===== src/rtl/scan_move_sequencer.sv =====
// Expands a scan-step request into the cube-move sequence that parks the next sticker
// under the colour sensors, issues it to the motor driver, then waits a settle time.
module scan_move_sequencer #(
    parameter int SETTLE_CYCLES = 2500000,
    parameter int NUM_STEPS     = 49
) (
    input  logic       clock,
    input  logic       reset,
    input  logic       send_setup_moves,
    input  logic [5:0] counter,
    output logic       move_valid,
    output logic [4:0] move,
    input  logic       move_ready,
    input  logic       motor_done,
    output logic       color_sensor_stable,
    output logic       busy,
    output logic       overrun
);

    localparam int CNT_W = (SETTLE_CYCLES > 1) ? $clog2(SETTLE_CYCLES) : 1;
    localparam logic [CNT_W-1:0] CNT_LAST = CNT_W'(SETTLE_CYCLES - 1);

    // {face[2:0], dir[1:0]}: P suffix is counter-clockwise, 2 suffix is a half turn
    localparam logic [4:0] MV_U  = 5'd0,  MV_UP = 5'd1;
    localparam logic [4:0] MV_L  = 5'd4,  MV_LP = 5'd5,  MV_L2 = 5'd6;
    localparam logic [4:0] MV_F  = 5'd8,  MV_FP = 5'd9,  MV_F2 = 5'd10;
    localparam logic [4:0] MV_R  = 5'd12, MV_RP = 5'd13, MV_R2 = 5'd14;
    localparam logic [4:0] MV_B  = 5'd16, MV_BP = 5'd17, MV_B2 = 5'd18;

    typedef enum logic [2:0] {IDLE, LOAD, ISSUE, WAIT_DONE, SETTLE, READY} state_t;

    state_t           state;
    logic [5:0]       k_reg;
    logic [3:0]       len;
    logic [3:0]       ptr;
    logic [CNT_W-1:0] cnt;

    function automatic logic [29:0] pack6(input logic [4:0] m0, input logic [4:0] m1,
                                          input logic [4:0] m2, input logic [4:0] m3,
                                          input logic [4:0] m4, input logic [4:0] m5);
        return {m5, m4, m3, m2, m1, m0};
    endfunction

    function automatic logic [4:0] pick(input logic [29:0] row, input logic [3:0] idx);
        case (idx)
            4'd0:    return row[4:0];
            4'd1:    return row[9:5];
            4'd2:    return row[14:10];
            4'd3:    return row[19:15];
            4'd4:    return row[24:20];
            4'd5:    return row[29:25];
            default: return 5'd0;
        endcase
    endfunction

    // Setup b: corners 0..5, edges 6..11
    function automatic logic [2:0] setup_len(input logic [3:0] b);
        case (b)
            4'd1, 4'd2, 4'd3, 4'd4, 4'd5: return 3'd2;
            4'd7, 4'd8, 4'd9, 4'd10:      return 3'd6;
            4'd11:                        return 3'd4;
            default:                      return 3'd0;
        endcase
    endfunction

    function automatic logic [29:0] setup_row(input logic [3:0] b);
        case (b)
            4'd1:    return pack6(MV_F,  MV_BP, 5'd0,  5'd0,  5'd0,  5'd0);
            4'd2:    return pack6(MV_LP, MV_R,  5'd0,  5'd0,  5'd0,  5'd0);
            4'd3:    return pack6(MV_FP, MV_B,  5'd0,  5'd0,  5'd0,  5'd0);
            4'd4:    return pack6(MV_L,  MV_RP, 5'd0,  5'd0,  5'd0,  5'd0);
            4'd5:    return pack6(MV_L2, MV_R2, 5'd0,  5'd0,  5'd0,  5'd0);
            4'd7:    return pack6(MV_F,  MV_BP, MV_L,  MV_U,  MV_F,  MV_BP);
            4'd8:    return pack6(MV_LP, MV_R,  MV_F,  MV_UP, MV_LP, MV_R);
            4'd9:    return pack6(MV_FP, MV_B,  MV_R,  MV_U,  MV_FP, MV_B);
            4'd10:   return pack6(MV_L,  MV_RP, MV_BP, MV_U,  MV_L,  MV_RP);
            4'd11:   return pack6(MV_R2, MV_L2, MV_F2, MV_B2, 5'd0,  5'd0);
            default: return 30'd0;
        endcase
    endfunction

    // Undo of setup b: reversed and inverted; opposite-face pairs commute, so each pair
    // keeps its written order
    function automatic logic [29:0] undo_row(input logic [3:0] b);
        case (b)
            4'd1:    return pack6(MV_FP, MV_B,  5'd0,  5'd0,  5'd0,  5'd0);
            4'd2:    return pack6(MV_L,  MV_RP, 5'd0,  5'd0,  5'd0,  5'd0);
            4'd3:    return pack6(MV_F,  MV_BP, 5'd0,  5'd0,  5'd0,  5'd0);
            4'd4:    return pack6(MV_LP, MV_R,  5'd0,  5'd0,  5'd0,  5'd0);
            4'd5:    return pack6(MV_L2, MV_R2, 5'd0,  5'd0,  5'd0,  5'd0);
            4'd7:    return pack6(MV_FP, MV_B,  MV_UP, MV_LP, MV_FP, MV_B);
            4'd8:    return pack6(MV_L,  MV_RP, MV_U,  MV_FP, MV_L,  MV_RP);
            4'd9:    return pack6(MV_F,  MV_BP, MV_UP, MV_RP, MV_F,  MV_BP);
            4'd10:   return pack6(MV_LP, MV_R,  MV_UP, MV_B,  MV_LP, MV_R);
            4'd11:   return pack6(MV_F2, MV_B2, MV_R2, MV_L2, 5'd0,  5'd0);
            default: return 30'd0;
        endcase
    endfunction

    function automatic logic [3:0] seq_len(input logic [5:0] k);
        logic [3:0] b;
        b = k[5:2];
        if (k == 6'd0 || int'(k) >= NUM_STEPS)
            return 4'd0;
        else if (k[1:0] != 2'd0)
            return 4'd1;
        else
            return 4'd1 + {1'b0, setup_len(b - 4'd1)} + {1'b0, setup_len(b)};
    endfunction

    // Step 4b: U, undo of setup b-1, then setup b
    function automatic logic [4:0] seq_move(input logic [5:0] k, input logic [3:0] p);
        logic [3:0] b;
        logic [3:0] i;
        logic [3:0] li;
        b  = k[5:2];
        i  = p - 4'd1;
        li = {1'b0, setup_len(b - 4'd1)};
        if (p == 4'd0)
            return MV_U;
        else if (i < li)
            return pick(undo_row(b - 4'd1), i);
        else
            return pick(setup_row(b), i - li);
    endfunction

    always_ff @(posedge clock) begin
        if (reset) begin
            state               <= IDLE;
            move_valid          <= 1'b0;
            move                <= 5'd0;
            color_sensor_stable <= 1'b0;
            busy                <= 1'b0;
            overrun             <= 1'b0;
            k_reg               <= 6'd0;
            len                 <= 4'd0;
            ptr                 <= 4'd0;
            cnt                 <= '0;
        end else begin
            if (send_setup_moves && state != IDLE && state != READY)
                overrun <= 1'b1;
            case (state)
                IDLE, READY: begin
                    if (send_setup_moves) begin
                        k_reg               <= counter;
                        len                 <= seq_len(counter);
                        color_sensor_stable <= 1'b0;
                        busy                <= 1'b1;
                        state               <= LOAD;
                    end
                end
                LOAD: begin
                    ptr <= 4'd0;
                    if (len == 4'd0) begin
                        cnt   <= '0;
                        state <= SETTLE;
                    end else begin
                        move_valid <= 1'b1;
                        move       <= seq_move(k_reg, 4'd0);
                        state      <= ISSUE;
                    end
                end
                ISSUE: begin
                    if (move_ready) begin
                        move_valid <= 1'b0;
                        state      <= WAIT_DONE;
                    end
                end
                WAIT_DONE: begin
                    if (motor_done) begin
                        if (ptr == len - 4'd1) begin
                            // The done cycle itself counts as the first settle cycle
                            if (SETTLE_CYCLES == 1) begin
                                color_sensor_stable <= 1'b1;
                                busy                <= 1'b0;
                                state               <= READY;
                            end else begin
                                cnt   <= CNT_W'(1);
                                state <= SETTLE;
                            end
                        end else begin
                            ptr        <= ptr + 4'd1;
                            move       <= seq_move(k_reg, ptr + 4'd1);
                            move_valid <= 1'b1;
                            state      <= ISSUE;
                        end
                    end
                end
                SETTLE: begin
                    if (cnt == CNT_LAST) begin
                        color_sensor_stable <= 1'b1;
                        busy                <= 1'b0;
                        state               <= READY;
                    end else begin
                        cnt <= cnt + CNT_W'(1);
                    end
                end
                default: state <= IDLE;
            endcase
        end
    end

endmodule


===== config.mk =====
export PLATFORM = sky130hd
export DESIGN_NAME = scan_move_sequencer
export DESIGN_NICKNAME = d
export VERILOG_FILES = /design/src/rtl/scan_move_sequencer.sv
export SDC_FILE = /design/constraint.sdc
export NUM_CORES = 1
export LEC_CHECK = 0
export ABC_AREA = 1
export CORE_UTILIZATION = 40
export CTS_BUF_LIST = sky130_fd_sc_hd__clkbuf_4
export CTS_CLUSTER_DIAMETER = 100
export DETAILED_ROUTE_END_ITERATION = 7
export GPL_ROUTABILITY_DRIVEN = 0
export HOLD_SLACK_MARGIN = 0.05
export PLACE_DENSITY = 0.55
export SYNTH_ARGS = -nofsm -noshare
export SYNTH_HDL_FRONTEND = slang
export SYNTH_SLANG_ARGS = --single-unit

===== constraint.sdc =====
create_clock -name clock -period 6.15 [get_ports clock]
set_input_delay 1.23 -clock clock [delete_from_list [all_inputs] [get_ports clock]]
set_output_delay 1.23 -clock clock [all_outputs]
set_load 0.02 [all_outputs]

==> results of run 1 <==
[layout make-up]
| class | instances | area, sq um | area share, % |
|---|---|---|---|
| tap | 133 | 166 | 3.64 |
| sequential | 61 | 1220 | 26.7 |
| inverter | 85 | 324 | 7.09 |
| multi-input combinational | 474 | 2530 | 55.4 |
| clock inverter | 7 | 73.8 | 1.62 |
| timing repair buffer | 19 | 185 | 4.05 |
| clock buffer | 9 | 67.6 | 1.48 |
[worst max-delay path: cells and delay by family, from the launching register on]
kind            cells  cell delay [ns]
buf+inv             4             0.51
flops               1             0.39
simple gates        5             0.62
compound gates      3             0.46
fa+ha+maj           4             1.42
[how the worst max path moves through the flow]
stage	from	endpoint	slack [ns]	cells after the start
after floorplan	k_reg[2]	move[4]	3.02	18
after global placement	send_setup_moves	flip-flop	2.72	11
after detailed placement	send_setup_moves	flip-flop	2.64	11
after CTS	k_reg[2]	move[4]	2.66	16
after global routing	k_reg[2]	move[4]	2.25	16
final	k_reg[2]	move[4]	2.64	16
[power breakdown]
| part | internal [mW] | leakage, nW | total [mW] | switching [mW] |
|---|---|---|---|---|
| clock network | 0.126 | 0.0783 | 0.293 | 0.167 |
| registers | 0.473 | 0.497 | 0.548 | 0.0745 |
| logic | 0.426 | 1.30 | 1.35 | 0.925 |
| total | 1.03 | 1.87 | 2.19 | 1.17 |
[per-layer routing]
metal / global-route usage, % / up-vias / wire, microns
met1: 27.8 / 1785 / 5300
met5: 0 / - / 0
met4: 5.82 / 0 / 146
met3: 3.13 / 13 / 356
li1: - / 2103 / -
met2: 30.3 / 56 / 4380
[synth_stat cells, types with 3 or more instances]
| cell | n | area, sq um |
|---|---|---|
| xor2_1 | 13 | 114 |
| a21oi_1 | 40 | 200 |
| nor2_2 | 3 | 18.8 |
| nand3_1 | 63 | 315 |
| nand2_1 | 153 | 574 |
| inv_1 | 75 | 282 |
| inv_2 | 8 | 30.0 |
| nand4_1 | 14 | 87.6 |
| o22ai_1 | 3 | 18.8 |
| dfxtp_1 | 61 | 1220 |
| buf_2 | 4 | 20.0 |
| o211ai_1 | 3 | 22.5 |
| nor4_1 | 11 | 68.8 |
| ha_1 | 19 | 238 |
| or2_2 | 3 | 18.8 |
| nor2_1 | 74 | 278 |
| and2_1 | 4 | 25.0 |
| o21ai_1 | 4 | 20.0 |
| nor2_4 | 5 | 56.3 |
| nor3_1 | 10 | 50.1 |
| a211oi_1 | 5 | 37.5 |
| o21ai_0 | 18 | 90.1 |
| xnor2_1 | 5 | 43.8 |
| clkbuf_1 | 10 | 37.5 |
[cells by family (layout without fill, tap and decap cells)]
group / Yosys count / after routing / share of synthesized area [%]
AND/OR/NAND/NOR: 351 / 351 / 38.8
buffers and inverters: 102 / 120 / 9.88
XOR/XNOR: 18 / 18 / 3.78
flip-flops: 61 / 61 / 29.3
AO/OA/AOI/OAI: 84 / 84 / 11.6
adder cells (fa/ha/maj): 21 / 21 / 6.67
[through the flow]
step	std cells	hold WS (ns)	util [%]	setup WS, ns
global placement	772	0.438	44.5	2.72
CTS	788	0.463	45.9	2.66
floorplan	637	0.454	-	3.02
finish	788	0.460	45.9	2.64
detailed placement	772	0.445	44.5	2.64
global route	788	0.482	45.9	2.25
==> flow_summary.json, run 1 <==
{
  "status": "finished, final reports clean",
  "final_cell_mix": "153 x nand2_1, 75 x inv_1, 74 x nor2_1",
  "min_path_type": "reg2reg",
  "cp.required_ns": 6.49,
  "place.detailed.hpwl_microns": 7780,
  "worstSkewPairLatency_ns": 0.42,
  "cts_hold_buf": 0,
  "cts_tree": "yes",
  "seq_area_frac_synth_pct": 29.3,
  "syn_area_sq_mm": 0.00417,
  "start_util_pct": 41.8,
  "clockBufferDepth": 2,
  "diodes": 0,
  "power_mw": 2.19,
  "skew_ns": 0.0298,
  "relSlewSlack_pct": 36.5,
  "routed_via_density": 5.02,
  "drtPass1Iterations": 5,
  "cp-end-kind": "flip-flop",
  "min_delay_path_depth": 2,
  "grt-ovfl-total": 0,
  "min_to": "overrun",
  "drt_iter0_markers": 222,
  "synthFlopType": "dfxtp_1",
  "synthDistinctLibCells": 45,
  "cts_setup_buffers": 0,
  "cts.sinks": 61,
  "cts.htree.levels": 3,
  "synth-seq-cells": 61,
  "synth_edf_count": 0,
  "routed_wl_microns": 10200,
  "area_delta_synth_final_pct": 9.73,
  "ys_warn_count": 0,
  "track_usage_pct": 19.5,
  "syn_avg_cell_area_sq_um": 6.54,
  "slowest_delay_ns": 0.56,
  "ant_nets": 0,
  "antenna_found_initial": 0,
  "cp-start-kind": "flip-flop",
  "rr_startpoint": "k_reg[2]",
  "grt_pass1_wl_microns": 17300,
  "cts-resized-gates": 0,
  "rows": 36,
  "reg2regPathDepth": 16,
  "timing.fmax_mhz": 285,
  "drc": 0,
  "pin_count": 20,
  "leakage_nw": 1.87,
  "final_common_cell": "nand2_1",
  "finalMaxSlewViolations": 0,
  "wl_per_cell_microns": 12.9,
  "ys_async_sr_fraction_pct": 0,
  "grt_max_degree": 44,
  "cpMaxStageDelayCell": "fa_1",
  "syn-num-nets": 669,
  "numPortBuffers": 19,
  "cts_buffers": 9,
  "hp-start": "overrun",
  "crit_chain": "inv_1 -> ha_1 -> inv_1 -> ha_1 -> inv_1 -> o21ai_0 -> o21ai_0 -> ha_1 -> fa_1 -> inv_1 -> nor2_4 -> nand3_1 -> and2_1 -> nand3_1 -> nand2_1 -> a21oi_1",
  "die_x_microns": 104,
  "place_area_sq_mm": 0.00443,
  "setup-tns-final_ns": 0,
  "syn_inst": 637,
  "die_area_sq_mm": 0.0108,
  "fin_area_sq_mm": 0.00457,
  "cp.arrival_ns": 3.85,
  "nets": 682,
  "fp.dieH_microns": 104,
  "fillerInstances": 1090,
  "maxCapViolations": 0,
  "cp_max_fo": 11,
  "p_per_area_mw_per_mm2": 480,
  "setup_viol": 0,
  "r2r-end": "move[4]",
  "core_area_sq_mm": 0.00995,
  "vias": 3957,
  "fin_crit_sh_pct": 57.1,
  "cts_root_buf": "clkbuf_4",
  "vdd_drop_max_mv": 0.202,
  "hold_viol": 0,
  "rrSetupSlack_ns": 2.64,
  "drive_gt1_share_pct": 7.48,
  "critPathKind": "reg2reg",
  "cts.clk_slew.worst_paths_ns": 0.13,
  "worst_pin_slew_ns": 0.949,
  "crit_top_cell": "inv_1",
  "period_needed_ns": 3.51,
  "grt_pass1_vias": 3660,
  "rsz0062_at_grt": "no"
}
Note: power is estimated with default switching activity, not from simulation.
==> run 2: changes to the inputs <==
==> constraint.sdc (replaced) <==
create_clock -name clock -period 3.41 [get_ports clock]
set_input_delay 0.682 -clock clock [delete_from_list [all_inputs] [get_ports clock]]
set_output_delay 0.682 -clock clock [all_outputs]
set_load 0.02 [all_outputs]
==> flow_summary.json, run 2 (same netlist as run 1, synthesis figures left out) <==
{
  "gr-usage-met2_pct": 31.5,
  "final_common_cell": "nand2_1",
  "place.detailed.hpwl_microns": 8020,
  "cp.required_ns": 3.78,
  "drtPass1Iterations": 5,
  "period_needed_ns": 3.13,
  "comb_power_share_pct": 62.5,
  "track_usage_pct": 20.3,
  "crit_chain": "inv_1 -> ha_1 -> inv_1 -> ha_1 -> inv_1 -> nand2_1 -> o21ai_0 -> o21ai_0 -> ha_1 -> fa_1 -> inv_1 -> nor2_4 -> nand3_1 -> and2_1 -> nand3_1 -> nand2_1 -> a21oi_1",
  "fin_crit_sh_pct": 91.7,
  "final_cell_mix": "153 x nand2_1, 75 x inv_1, 74 x nor2_1",
  "cp-end-kind": "flip-flop",
  "rsz0062_at_grt": "no",
  "critPathKind": "reg2reg",
  "cts.sinks": 61,
  "rows": 36,
  "cp.arrival_ns": 3.50,
  "worst_pin_slew_ns": 0.628,
  "cts.clk_slew.worst_paths_ns": 0.12,
  "timing.fmax_mhz": 320,
  "cts_root_buf": "clkbuf_4",
  "gr-max-usage-layer": "met2",
  "cpMaxStageDelayCell": "fa_1",
  "p_sw_share_pct": 52.8,
  "nets": 689,
  "cts.htree.levels": 3,
  "rrSetupSlack_ns": 0.28,
  "leakage_nw": 1.90,
  "grt_max_degree": 27,
  "core_area_sq_mm": 0.00995,
  "wl_per_cell_microns": 13.3,
  "status": "finished, final reports clean",
  "grtUsageMet1_pct": 28.5,
  "skew_ns": 0.0202,
  "multi_input_area_sq_mm": 0.00253,
  "slowest_delay_ns": 0.57,
  "min_path_type": "reg2reg",
  "vdd_drop_max_mv": 0.349,
  "maxCapViolations": 0,
  "final_util_pct": 46.3,
  "drc": 0,
  "crit_top_cell": "inv_1",
  "setup_viol": 0,
  "drt_iter0_markers": 221,
  "grt_pass1_wl_microns": 17800,
  "finalMaxSlewViolations": 0,
  "die_x_microns": 104,
  "routed_wl_microns": 10600,
  "hold_viol": 0,
  "drive_gt1_share_pct": 8.16,
  "antenna_found_initial": 0,
  "area_delta_synth_final_pct": 10.7,
  "routed_via_density": 5.05,
  "start_util_pct": 41.8,
  "area.sequential_sq_mm": 0.00122,
  "relSlewSlack_pct": 58.1,
  "cp-start-kind": "flip-flop",
  "cts_setup_buffers": 0,
  "grt_pass1_vias": 3735,
  "cts-resized-gates": 0,
  "grt-ovfl-total": 0,
  "ant_nets": 0,
  "clockBufferDepth": 2,
  "fp.dieH_microns": 104,
  "fillerInstances": 1063,
  "die_area_sq_mm": 0.0108,
  "worstSkewPairLatency_ns": 0.43,
  "cts_tree": "yes",
  "grt_use_met3_pct": 3.45,
  "cts_hold_buf": 0,
  "vias": 4014,
  "fin_area_sq_mm": 0.00461,
  "numPortBuffers": 19,
  "diodes": 0,
  "pin_count": 20,
  "seqPwrFrac_pct": 24.6,
  "internal-power_mw": 1.89,
  "p_clk_share_pct": 12.9,
  "place_area_sq_mm": 0.00448,
  "cp_max_fo": 11,
  "p_per_area_mw_per_mm2": 868,
  "cts_buffers": 9,
  "switchingPower_mw": 2.11,
  "setup-tns-final_ns": 0
}
-- run 2: worst paths after layout --
path | start | to | depth (start not counted)
hold reg to reg | overrun | overrun | 2
setup reg to reg | k_reg[2] | move[4] | 17
setup / recovery | k_reg[2] | move[4] | 17
hold / removal | overrun | overrun | 2
-- run 2: power by group through the flow --
stage	logic (mW)	clock network [mW]	registers [mW]
after floorplan	1.99	0	0.971
after global routing	2.85	0.568	1.00
after global placement	2.47	0	0.999
after detailed placement	2.49	0	1.00
final	2.50	0.516	0.984
after CTS	2.50	0.533	0.984
-- run 2: final cells by class --
type | instances | area share [%]
multi-input cells | 474 | 54.9
flip-flops and latches | 61 | 26.5
inverters | 85 | 7.03
repair buffers | 26 | 5.16
well taps | 133 | 3.61
clock buffers | 10 | 1.63
clock inverters | 6 | 1.17
-- run 2: worst max-delay path: cells and delay by family, from the launching register on --
kind	cells	cell delay [ns]
AND/OR/NAND/NOR	6	0.70
adder cells (fa/ha/maj)	4	1.26
flip-flops	1	0.33
buffers and inverters	4	0.46
AO/OA/AOI/OAI	3	0.32
-- run 2: through the flow --
stage / power [mW] / setup slack (ns) / hold WS, ns / std cells
after floorplan: 2.96 / 0.278 / 0.454 / 637
after global placement: 3.47 / 0.419 / 0.437 / 779
after detailed placement: 3.49 / 0.346 / 0.447 / 779
after CTS: 4.02 / 0.298 / 0.465 / 795
after global routing: 4.42 / 0.0251 / 0.487 / 795
final: 4.00 / 0.284 / 0.459 / 795
-- run 2: per-layer routing --
metal	vias to the layer above	wire, microns
met5	-	0
li1	2114	-
met2	70	4660
met1	1820	5470
met4	0	117
met3	10	336
